### src/rtl/disp_scan_ctrl_pkg.sv
// Shared constants and helpers for the traffic-light countdown display.
package disp_scan_ctrl_pkg;

  // Scan slot index -> displayed digit
  localparam logic [1:0] DIGIT_A_TENS = 2'd0;
  localparam logic [1:0] DIGIT_A_ONES = 2'd1;
  localparam logic [1:0] DIGIT_B_TENS = 2'd2;
  localparam logic [1:0] DIGIT_B_ONES = 2'd3;

  // All anodes off (active-low)
  localparam logic [3:0] AN_OFF = 4'b1111;

  // Largest count a two-digit display can show
  localparam logic [6:0] MAX_COUNT = 7'd99;

  // Radix used by the subtract-ten converter
  localparam logic [6:0] BCD_BASE = 7'd10;

  // Conversion FSM encoding
  localparam logic [1:0] ST_IDLE   = 2'd0;
  localparam logic [1:0] ST_CONV_A = 2'd1;
  localparam logic [1:0] ST_CONV_B = 2'd2;
  localparam logic [1:0] ST_COMMIT = 2'd3;

  // Saturate an incoming count to what two digits can display
  function automatic logic [6:0] clamp_count(input logic [6:0] v);
    return (v > MAX_COUNT) ? MAX_COUNT : v;
  endfunction

  // One-hot-low anode pattern for a slot index
  function automatic logic [3:0] anode_for(input logic [1:0] idx);
    logic [3:0] an;
    an      = AN_OFF;
    an[idx] = 1'b0;
    return an;
  endfunction

endpackage

### src/rtl/disp_scan_ctrl_bin2bcd_seq.sv
// Sequential 7-bit to two-digit BCD converter: subtracts ten per cycle.
// A start pulse loads the operand; done_o is high in the cycle the
// remainder drops below ten, at which point tens_o/ones_o are valid and
// stay valid until the next start.
module bin2bcd_seq
  import disp_scan_ctrl_pkg::*;
(
  input  logic       clk,
  input  logic       rst_n,
  input  logic       start_i,
  input  logic [6:0] bin_i,
  output logic       done_o,
  output logic [3:0] tens_o,
  output logic [3:0] ones_o
);

  logic [6:0] rem_q, rem_d;
  logic [3:0] tens_q, tens_d;
  logic       run_q, run_d;

  assign done_o = run_q && (rem_q < BCD_BASE);
  assign tens_o = tens_q;
  assign ones_o = rem_q[3:0];

  // Next-state: load on start, otherwise one subtract step per cycle
  always_comb begin
    rem_d  = rem_q;
    tens_d = tens_q;
    run_d  = run_q;
    if (start_i) begin
      rem_d  = bin_i;
      tens_d = 4'd0;
      run_d  = 1'b1;
    end else if (run_q) begin
      if (rem_q >= BCD_BASE) begin
        rem_d  = rem_q - BCD_BASE;
        tens_d = tens_q + 4'd1;
      end else begin
        run_d = 1'b0;
      end
    end
  end

  // Converter state registers
  always_ff @(posedge clk) begin
    if (!rst_n) begin
      rem_q  <= 7'd0;
      tens_q <= 4'd0;
      run_q  <= 1'b0;
    end else begin
      rem_q  <= rem_d;
      tens_q <= tens_d;
      run_q  <= run_d;
    end
  end

endmodule

### src/rtl/disp_scan_ctrl.sv
// Four-digit multiplexed display controller for two countdown values.
// Handshake: load is a single-cycle request accepted only while busy is
// low; busy rises the cycle after acceptance and falls once all four
// display digits have been written together. Loads seen while busy are
// dropped.
module disp_scan_ctrl
  import disp_scan_ctrl_pkg::*;
#(
  parameter int unsigned SCAN_DIV     = 50000,
  parameter int unsigned BLINK_FRAMES = 64
) (
  input  logic       clk,
  input  logic       rst_n,
  input  logic [6:0] value_a,
  input  logic [6:0] value_b,
  input  logic       load,
  output logic       busy,
  input  logic       blank_lz,
  input  logic       blink_en,
  output logic [3:0] seg_bcd,
  output logic       seg_enable,
  output logic [3:0] digit_an
);

  localparam int unsigned PW = $clog2(SCAN_DIV);
  localparam int unsigned BW = (BLINK_FRAMES > 1) ? $clog2(BLINK_FRAMES) : 1;

  // ---------------- conversion ----------------
  logic [1:0]       state_q, state_d;
  logic [6:0]       val_b_q, val_b_d;
  logic [3:0]       a_tens_q, a_tens_d;
  logic [3:0]       a_ones_q, a_ones_d;
  logic [3:0][3:0]  disp_q, disp_d;

  logic             conv_start;
  logic [6:0]       conv_bin;
  logic             conv_done;
  logic [3:0]       conv_tens;
  logic [3:0]       conv_ones;

  bin2bcd_seq u_conv (
    .clk     (clk),
    .rst_n   (rst_n),
    .start_i (conv_start),
    .bin_i   (conv_bin),
    .done_o  (conv_done),
    .tens_o  (conv_tens),
    .ones_o  (conv_ones)
  );

  assign busy = (state_q != ST_IDLE);

  // Conversion FSM: A then B through the shared converter, then one-cycle commit
  always_comb begin
    state_d    = state_q;
    val_b_d    = val_b_q;
    a_tens_d   = a_tens_q;
    a_ones_d   = a_ones_q;
    disp_d     = disp_q;
    conv_start = 1'b0;
    conv_bin   = clamp_count(value_a);
    case (state_q)
      ST_IDLE: begin
        if (load) begin
          conv_start = 1'b1;
          conv_bin   = clamp_count(value_a);
          val_b_d    = clamp_count(value_b);
          state_d    = ST_CONV_A;
        end
      end
      ST_CONV_A: begin
        if (conv_done) begin
          a_tens_d   = conv_tens;
          a_ones_d   = conv_ones;
          conv_start = 1'b1;
          conv_bin   = val_b_q;
          state_d    = ST_CONV_B;
        end
      end
      ST_CONV_B: begin
        if (conv_done) begin
          state_d = ST_COMMIT;
        end
      end
      ST_COMMIT: begin
        // The converter holds B's result after done, so read it directly
        disp_d[DIGIT_A_TENS] = a_tens_q;
        disp_d[DIGIT_A_ONES] = a_ones_q;
        disp_d[DIGIT_B_TENS] = conv_tens;
        disp_d[DIGIT_B_ONES] = conv_ones;
        state_d              = ST_IDLE;
      end
      default: state_d = ST_IDLE;
    endcase
  end

  // Conversion and display-digit registers
  always_ff @(posedge clk) begin
    if (!rst_n) begin
      state_q  <= ST_IDLE;
      val_b_q  <= 7'd0;
      a_tens_q <= 4'd0;
      a_ones_q <= 4'd0;
      disp_q   <= '0;
    end else begin
      state_q  <= state_d;
      val_b_q  <= val_b_d;
      a_tens_q <= a_tens_d;
      a_ones_q <= a_ones_d;
      disp_q   <= disp_d;
    end
  end

  // ---------------- scan ----------------
  logic [PW-1:0] presc_q;
  logic [1:0]    idx_q;
  logic [BW-1:0] blink_cnt_q;
  logic          blink_ph_q;
  logic [3:0]    seg_bcd_q;
  logic          seg_en_q;
  logic [3:0]    an_q;
  logic          tick;
  logic          frame_end;
  logic          lit;

  assign tick      = (presc_q == PW'(SCAN_DIV - 1));
  assign frame_end = tick && (idx_q == DIGIT_B_ONES);
  // Dark when blanking a zero tens digit, or in the off half of a blink
  assign lit       = !((blank_lz && !idx_q[0] && (disp_q[idx_q] == 4'd0)) ||
                       (blink_en && blink_ph_q));

  // Slot prescaler, wraps at SCAN_DIV-1
  always_ff @(posedge clk) begin
    if (!rst_n)    presc_q <= '0;
    else if (tick) presc_q <= '0;
    else           presc_q <= presc_q + PW'(1);
  end

  // Slot index and registered digit outputs, updated together on a tick
  always_ff @(posedge clk) begin
    if (!rst_n) begin
      idx_q     <= DIGIT_A_TENS;
      seg_bcd_q <= 4'd0;
      seg_en_q  <= 1'b0;
      an_q      <= AN_OFF;
    end else if (tick) begin
      idx_q     <= idx_q + 2'd1;
      seg_bcd_q <= disp_q[idx_q];
      seg_en_q  <= lit;
      an_q      <= anode_for(idx_q);
    end
  end

  // Blink frame counter and phase; held clear while blinking is off
  always_ff @(posedge clk) begin
    if (!rst_n || !blink_en) begin
      blink_cnt_q <= '0;
      blink_ph_q  <= 1'b0;
    end else if (frame_end) begin
      if (blink_cnt_q == BW'(BLINK_FRAMES - 1)) begin
        blink_cnt_q <= '0;
        blink_ph_q  <= ~blink_ph_q;
      end else begin
        blink_cnt_q <= blink_cnt_q + BW'(1);
      end
    end
  end

  assign seg_bcd    = seg_bcd_q;
  assign seg_enable = seg_en_q;
  assign digit_an   = an_q;

endmodule
### config.mk
export PLATFORM = sky130hd
export DESIGN_NAME = disp_scan_ctrl
export DESIGN_NICKNAME = d
export VERILOG_FILES = /design/src/rtl/disp_scan_ctrl_pkg.sv /design/src/rtl/disp_scan_ctrl_bin2bcd_seq.sv /design/src/rtl/disp_scan_ctrl.sv
export SDC_FILE = /design/constraint.sdc
export NUM_CORES = 1
export LEC_CHECK = 0
export CORE_MARGIN = 2
export CORE_UTILIZATION = 58
export CTS_CLUSTER_DIAMETER = 60
export DETAILED_ROUTE_END_ITERATION = 7
export GPL_ROUTABILITY_DRIVEN = 0
export PLACE_DENSITY_LB_ADDON = 0.25
export SETUP_SLACK_MARGIN = 0.05
export SYNTH_ARGS = -nofsm -noshare
export SYNTH_HDL_FRONTEND = slang
export SYNTH_SLANG_ARGS = --single-unit
### constraint.sdc
create_clock -name clk -period 2.37 [get_ports clk]
set_input_delay 0.474 -clock clk [delete_from_list [all_inputs] [get_ports clk]]
set_output_delay 0.474 -clock clk [all_outputs]
set_load 0.01 [all_outputs]
# ---- Word-level counts from Yosys, hierarchy flattened
# Index checks and enable logic that the tools add are counted.
dict set report op_classes {
  add_sub_neg 5
  order_cmp 6
  n_eq_ne 9
  mux 22
  n_bitwise 3
  reduce_logical 25
}
# operator n
set ops {}
lappend ops {{$mux W7} 7}
lappend ops {{$add A16 B1 Y16 const B} 1}
lappend ops {{$eq A16 B16 Y1 const B} 1}
lappend ops {{$gt A7 B7 Y1 const B} 2}
lappend ops {{$reduce_and A2 Y1} 5}
lappend ops {{$bmux W4 S2} 1}
lappend ops {{$pmux W2 S4} 1}
lappend ops {{$ge A7 B4 Y1 const B} 1}
lappend ops {{$lt A7 B4 Y1 const B} 1}
lappend ops {{$sub A7 B4 Y7 const B} 1}
lappend ops {{$add A6 B1 Y6 const B} 1}
lappend ops {{$eq A2 B2 Y1 const B} 3}
lappend ops {{$eq A6 B6 Y1 const B} 1}
lappend ops {{$logic_and A1 B1 Y1} 6}
lappend ops {{$mux W1} 6}
lappend ops {{$mux W2} 3}
lappend ops {{$mux W6} 1}
lappend ops {{$ne A2 B2 Y1 const B} 3}
lappend ops {{$reduce_bool A2 Y1} 3}
lappend ops {{$add A4 B1 Y4 const B} 1}
lappend ops {{$logic_not A1 Y1} 4}
lappend ops {{$logic_not A4 Y1} 1}
lappend ops {{$mux W4} 1}
lappend ops {{$not A4 Y4} 1}
lappend ops {{other kinds (11)} 14}
dict set report totals {
  ff_bits 79
  out_inout_bits 10
  word_cells 88
}

# ---- Logic depth before layout (Yosys ltp)
dict set report depth {
  word_depth 6
  mapped_depth 8
  mapped_depth_nobuf 7
}

# ---- By module
# A second synthesis with hierarchy kept.
dict set report unflattened {
  hier_cells 412
  hier_area_um2 3738.6
}
# module instances cells_each area_per_inst_um2
set modules_own_cells {}
lappend modules_own_cells {disp_scan_ctrl 1 338 3074.2}
lappend modules_own_cells {bin2bcd_seq 1 74 664.4}

# ---- Worst setup path before layout
# OpenSTA, ideal clock, no wires.
dict set report synth_timing {
  path_type {register to register}
  from {register state_q[0]}
  to {register u_conv.rem_q[6]}
  setup_time_ns 0.137
  arrival_ns 1.526
  t_required_ns 2.233
  slack_ns 0.706
  path_stages_with_launch 9
  path_buffers 1
  path_cell_list {dfxtp_1 > inv_1 > ha_1 > and2_1 > clkbuf_2 > nor3_1 > a31oi_2 > o21ai_0 > a31oi_1}
}
dict set report synth_between {
  elab_chain_len 4
  elab_cells_between_ends 8
  classes_between {eq/ne (1); mux (3); reduce/logical (4)}
}
# item line_no
set synth_lines {}
lappend synth_lines {{start, declared} disp_scan_ctrl.sv:29} ;# logic [1:0] state_q, state_d;
lappend synth_lines {{start signal, assigned} disp_scan_ctrl.sv:106} ;# state_q <= state_d;
lappend synth_lines {{$eq A2 B1 Y1 or $logic_not A2 Y1 (tied branches)} disp_scan_ctrl.sv:62} ;# case (state_q)
lappend synth_lines {{$pmux W1 S2} disp_scan_ctrl.sv:62}
lappend synth_lines {{$reduce_bool A2 Y1 (no source line)} -}
lappend synth_lines {{$reduce_and A2 Y1 (no source line)} -}
lappend synth_lines {{end signal, assigned} disp_scan_ctrl_bin2bcd_seq.sv:51} ;# rem_q <= rem_d;
lappend synth_lines {{end, declared} disp_scan_ctrl_bin2bcd_seq.sv:17} ;# logic [6:0] rem_q, rem_d;
# Several ways; a longest one is shown, not always the timed one.
# A chain may end at the register's enable or synchronous reset.

# ---- Worst setup path in the final report
dict set report layout_timing {
  from {register state_q[0]}
  to {output busy}
}
dict set report layout_between {
  elab_chain_len 1
}
# item line_no
set layout_lines {}
lappend layout_lines {{$reduce_bool A2 Y1} disp_scan_ctrl.sv:51} ;# assign busy = (state_q != ST_IDLE);
lappend layout_lines {{end, declared} disp_scan_ctrl.sv:17} ;# output logic busy,
# No other way between the ends.

==> summary.txt <==
Die
  – Initial core utilization: 59.6%
  – Die ar.: 0.00711 mm²
  – Die H: 84.3 µm
  – Core area: 0.00628 mm²
  – I/O pins: 29
  – Chip width: between 80 and 90 µm
  – Row cnt: 29

Route
  – Drt via density: 5.55
  – DR iter-0 viols: around 130
  – 1st-pass router iterations: 4
  – Via count: approximately 2.8k
  – Final ANT Viol Nets: 0
  – DRC: 0
  – Routed WL per cell: 14.0 µm
  – Post-Route WL: 7150 µm

Critical path
  – Crit Path Max Fanout: 4
  – Critical path class: reg2out
  – Setup crit end kind: primary output
  – CP arrival: about 1700 ps
  – CP Launch Type: flip-flop
  – CP Data Required Time: 1900 ps

Finish
  – Final Net Count: 462
  – ANT cells: 0
  – Fraction of layout instances using a drive strength above 1: under 10%
  – Layout Cells excl Fill: 512
  – Area grow syn2layout: 14.2%

Timing
  – Worst rel slew slack: 65.6%
  – Tightest Pin Transition: 515 ps
  – Period utilization: 89.5%
  – Peak Freq: 0.472 GHz
  – Finish-stage setup viols: 0
  – RSZ-0062 raised after global routing: no
  – Setup Skew: 9.21 ps
  – Minimum clock period: 2120 ps
  – Hold Vio Cnt, Final: 0
  – Max-slew violation count: 0
  – TNS Setup: 0 ps

Clocking
  – Post-CTS setup repair buffer count: 0
  – Hold_buf cts: 0
  – Clk sinks: 79
  – Clock Pin Slew Worst Setup and Hold Paths: approximately 80 ps
  – CTS tree: built
  – Root buffer cell: clkbuf_8
  – CTS H-Tree Depth: 3
  – Post-CTS sizing: 0
  – Clock latency at the later pin of the worst-skew pair: 340 ps
  – Clk buf depth: 2
  – CTS Buf Count: 9

Synth
  – Ys Warns: 0
  – Register bit total from synthesis: 79
  – Synth cell types: 53
  – EDFF count, synth: 0
  – Most common cell in the netlist: dfxtp_1
  – Seq/Total Area, Yosys: between 40% and 50%
  – Synth async-reset ratio: 0%
  – Cells after Synth: 403
  – Yosys top cell area share: ~42%
  – Post-synth top area cell: dfxtp_1
  – Main synth FF type: dfxtp_1
  – Mean area per synthesized cell: approximately 9.3 µm²
  – Synth Net Count: around 440
  – Synth Cell Area: between 0.003 and 0.004 mm²
  – Area contributors post-synth: dfxtp_1 42%, mux2i_1 6.2%, nand2_1 4.7%
  – Commonest cells post-synth: 79 x dfxtp_1, 47 x nand2_1, 39 x nor2_1, 25 x nor2b_1, 23 x mux2i_1

Placement
  – Placed Instances: 496
  – Port bufs: 28
  – Dpl hpwl: ~5000 µm

Global routing
  – Overflow after GRT: 0
  – Total track usage: 21.1%
  – Vias in the first global route: 2727
  – Initial antenna violation count: 0
  – First-pass GRT wire length: 12300 µm
  – Largest net degree at the start of global routing: 40

Power
  – Leakage power: 1.52 nW
  – Worst VDD drop: 0.000655 V
  – Pwr dens: 810 mW/mm²

Status
  – Outcome: finished clean

Hold path
  – Hold WC Path Type: in2reg

Run
  – Max-cap violations: 0
[flip-flops by register name, indices dropped and copies added, names as in the netlist, 6 cells and up]
signal        cells
presc_q          16
val_b_q           7
disp_q           16
u_conv.rem_q      7
blink_cnt_q       6
[critical path, cell delays in order (launching register included)]
cell             delay [ps]
dfxtp_1                 380
inv_1                   100
ha_1                    240
inv_1                    60
clkdlybuf4s50_1         520
[power by group]
part           internal, mW  switching [mW]  total (mW)
clock network         0.596           0.477        1.07
registers              1.43           0.141        1.57
logic                 0.381           0.431       0.812
[cells by family after synthesis]
kind of cell,share of synthesized area (%)
adder cells (fa/ha/maj),4.35
buffers and inverters,4.22
AND/OR/NAND/NOR,23.7
multiplexers,8.56
XOR/XNOR,4.68
AO/OA/AOI/OAI,12.2
flip-flops,42.3
[final cells by class]
type                       instances  area (µm²)
multi-input combinational        292        2000
inverter                          12        45.0
clock buffer                      11         131
tap                               77        96.3
timing repair buffer              36         335
sequential                        79        1580
clock inverter                     5        81.3
fill                             511        2010
[cell usage in the layout (no fill, tap or decap), types with 2 or more instances in the layout]
master,instances
dfxtp_1,79
nand2_1,47
nor2_1,39
clkdlybuf4s50_1,27
nor2b_1,25
mux2i_1,23
nand3_1,21
ha_1,13
inv_1,12
o21ai_0,12
a21boi_0,12
xnor2_1,11
xor2_1,9
clkbuf_8,9
nand4_1,8
o211ai_1,8
buf_4,8
and3_1,6
a21oi_1,6
mux4_2,4
a31oi_1,4
and4bb_2,3
and2_1,3
nor3_1,3
a22oi_1,3
nand2_2,2
or3_1,2
a21o_1,2
a32o_1,2
o311ai_0,2
o221a_2,2
bufinv_16,2
clkbuf_1,2
[metal layers]
layer	share of wire [%]	track usage (%)	vias to the layer above
met5	0	0	-
li1	-	-	1462
met1	47	27.3	1329
met4	1.0	6.74	0
met2	49	35.3	46
met3	3.3	4.33	6
[through the flow]
stage          utilization [%]  setup WS, ps  hold WS, ps  total power, mW  area (µm²)
6_report                  68.0           250          397             3.46        4270
5_1_grt                   68.0           150          391             3.66        4270
4_1_cts                   68.0           223          383             3.48        4270
3_5_place_dp              64.7           383          457             2.41        4060
3_3_place_gp              64.7           424          449             2.39        4060
2_1_floorplan                -           706          430             2.19        3740
[worst paths after layout]
path,end,slack (ps),startpoint,cells past startpoint
max reg2reg,a_ones_q[0]$_SDFFE_PN0P_,390,state_q[1]$_SDFFE_PN0P_,7
max,busy,250,state_q[0]$_SDFFE_PN0P_,4
min reg2reg,a_tens_q[2]$_SDFFE_PN0P_,470,a_tens_q[2]$_SDFFE_PN0P_,2
min,digit_an[3]$_SDFFE_PN1N_,400,rst_n,2
(Power assumes the default switching activity.)
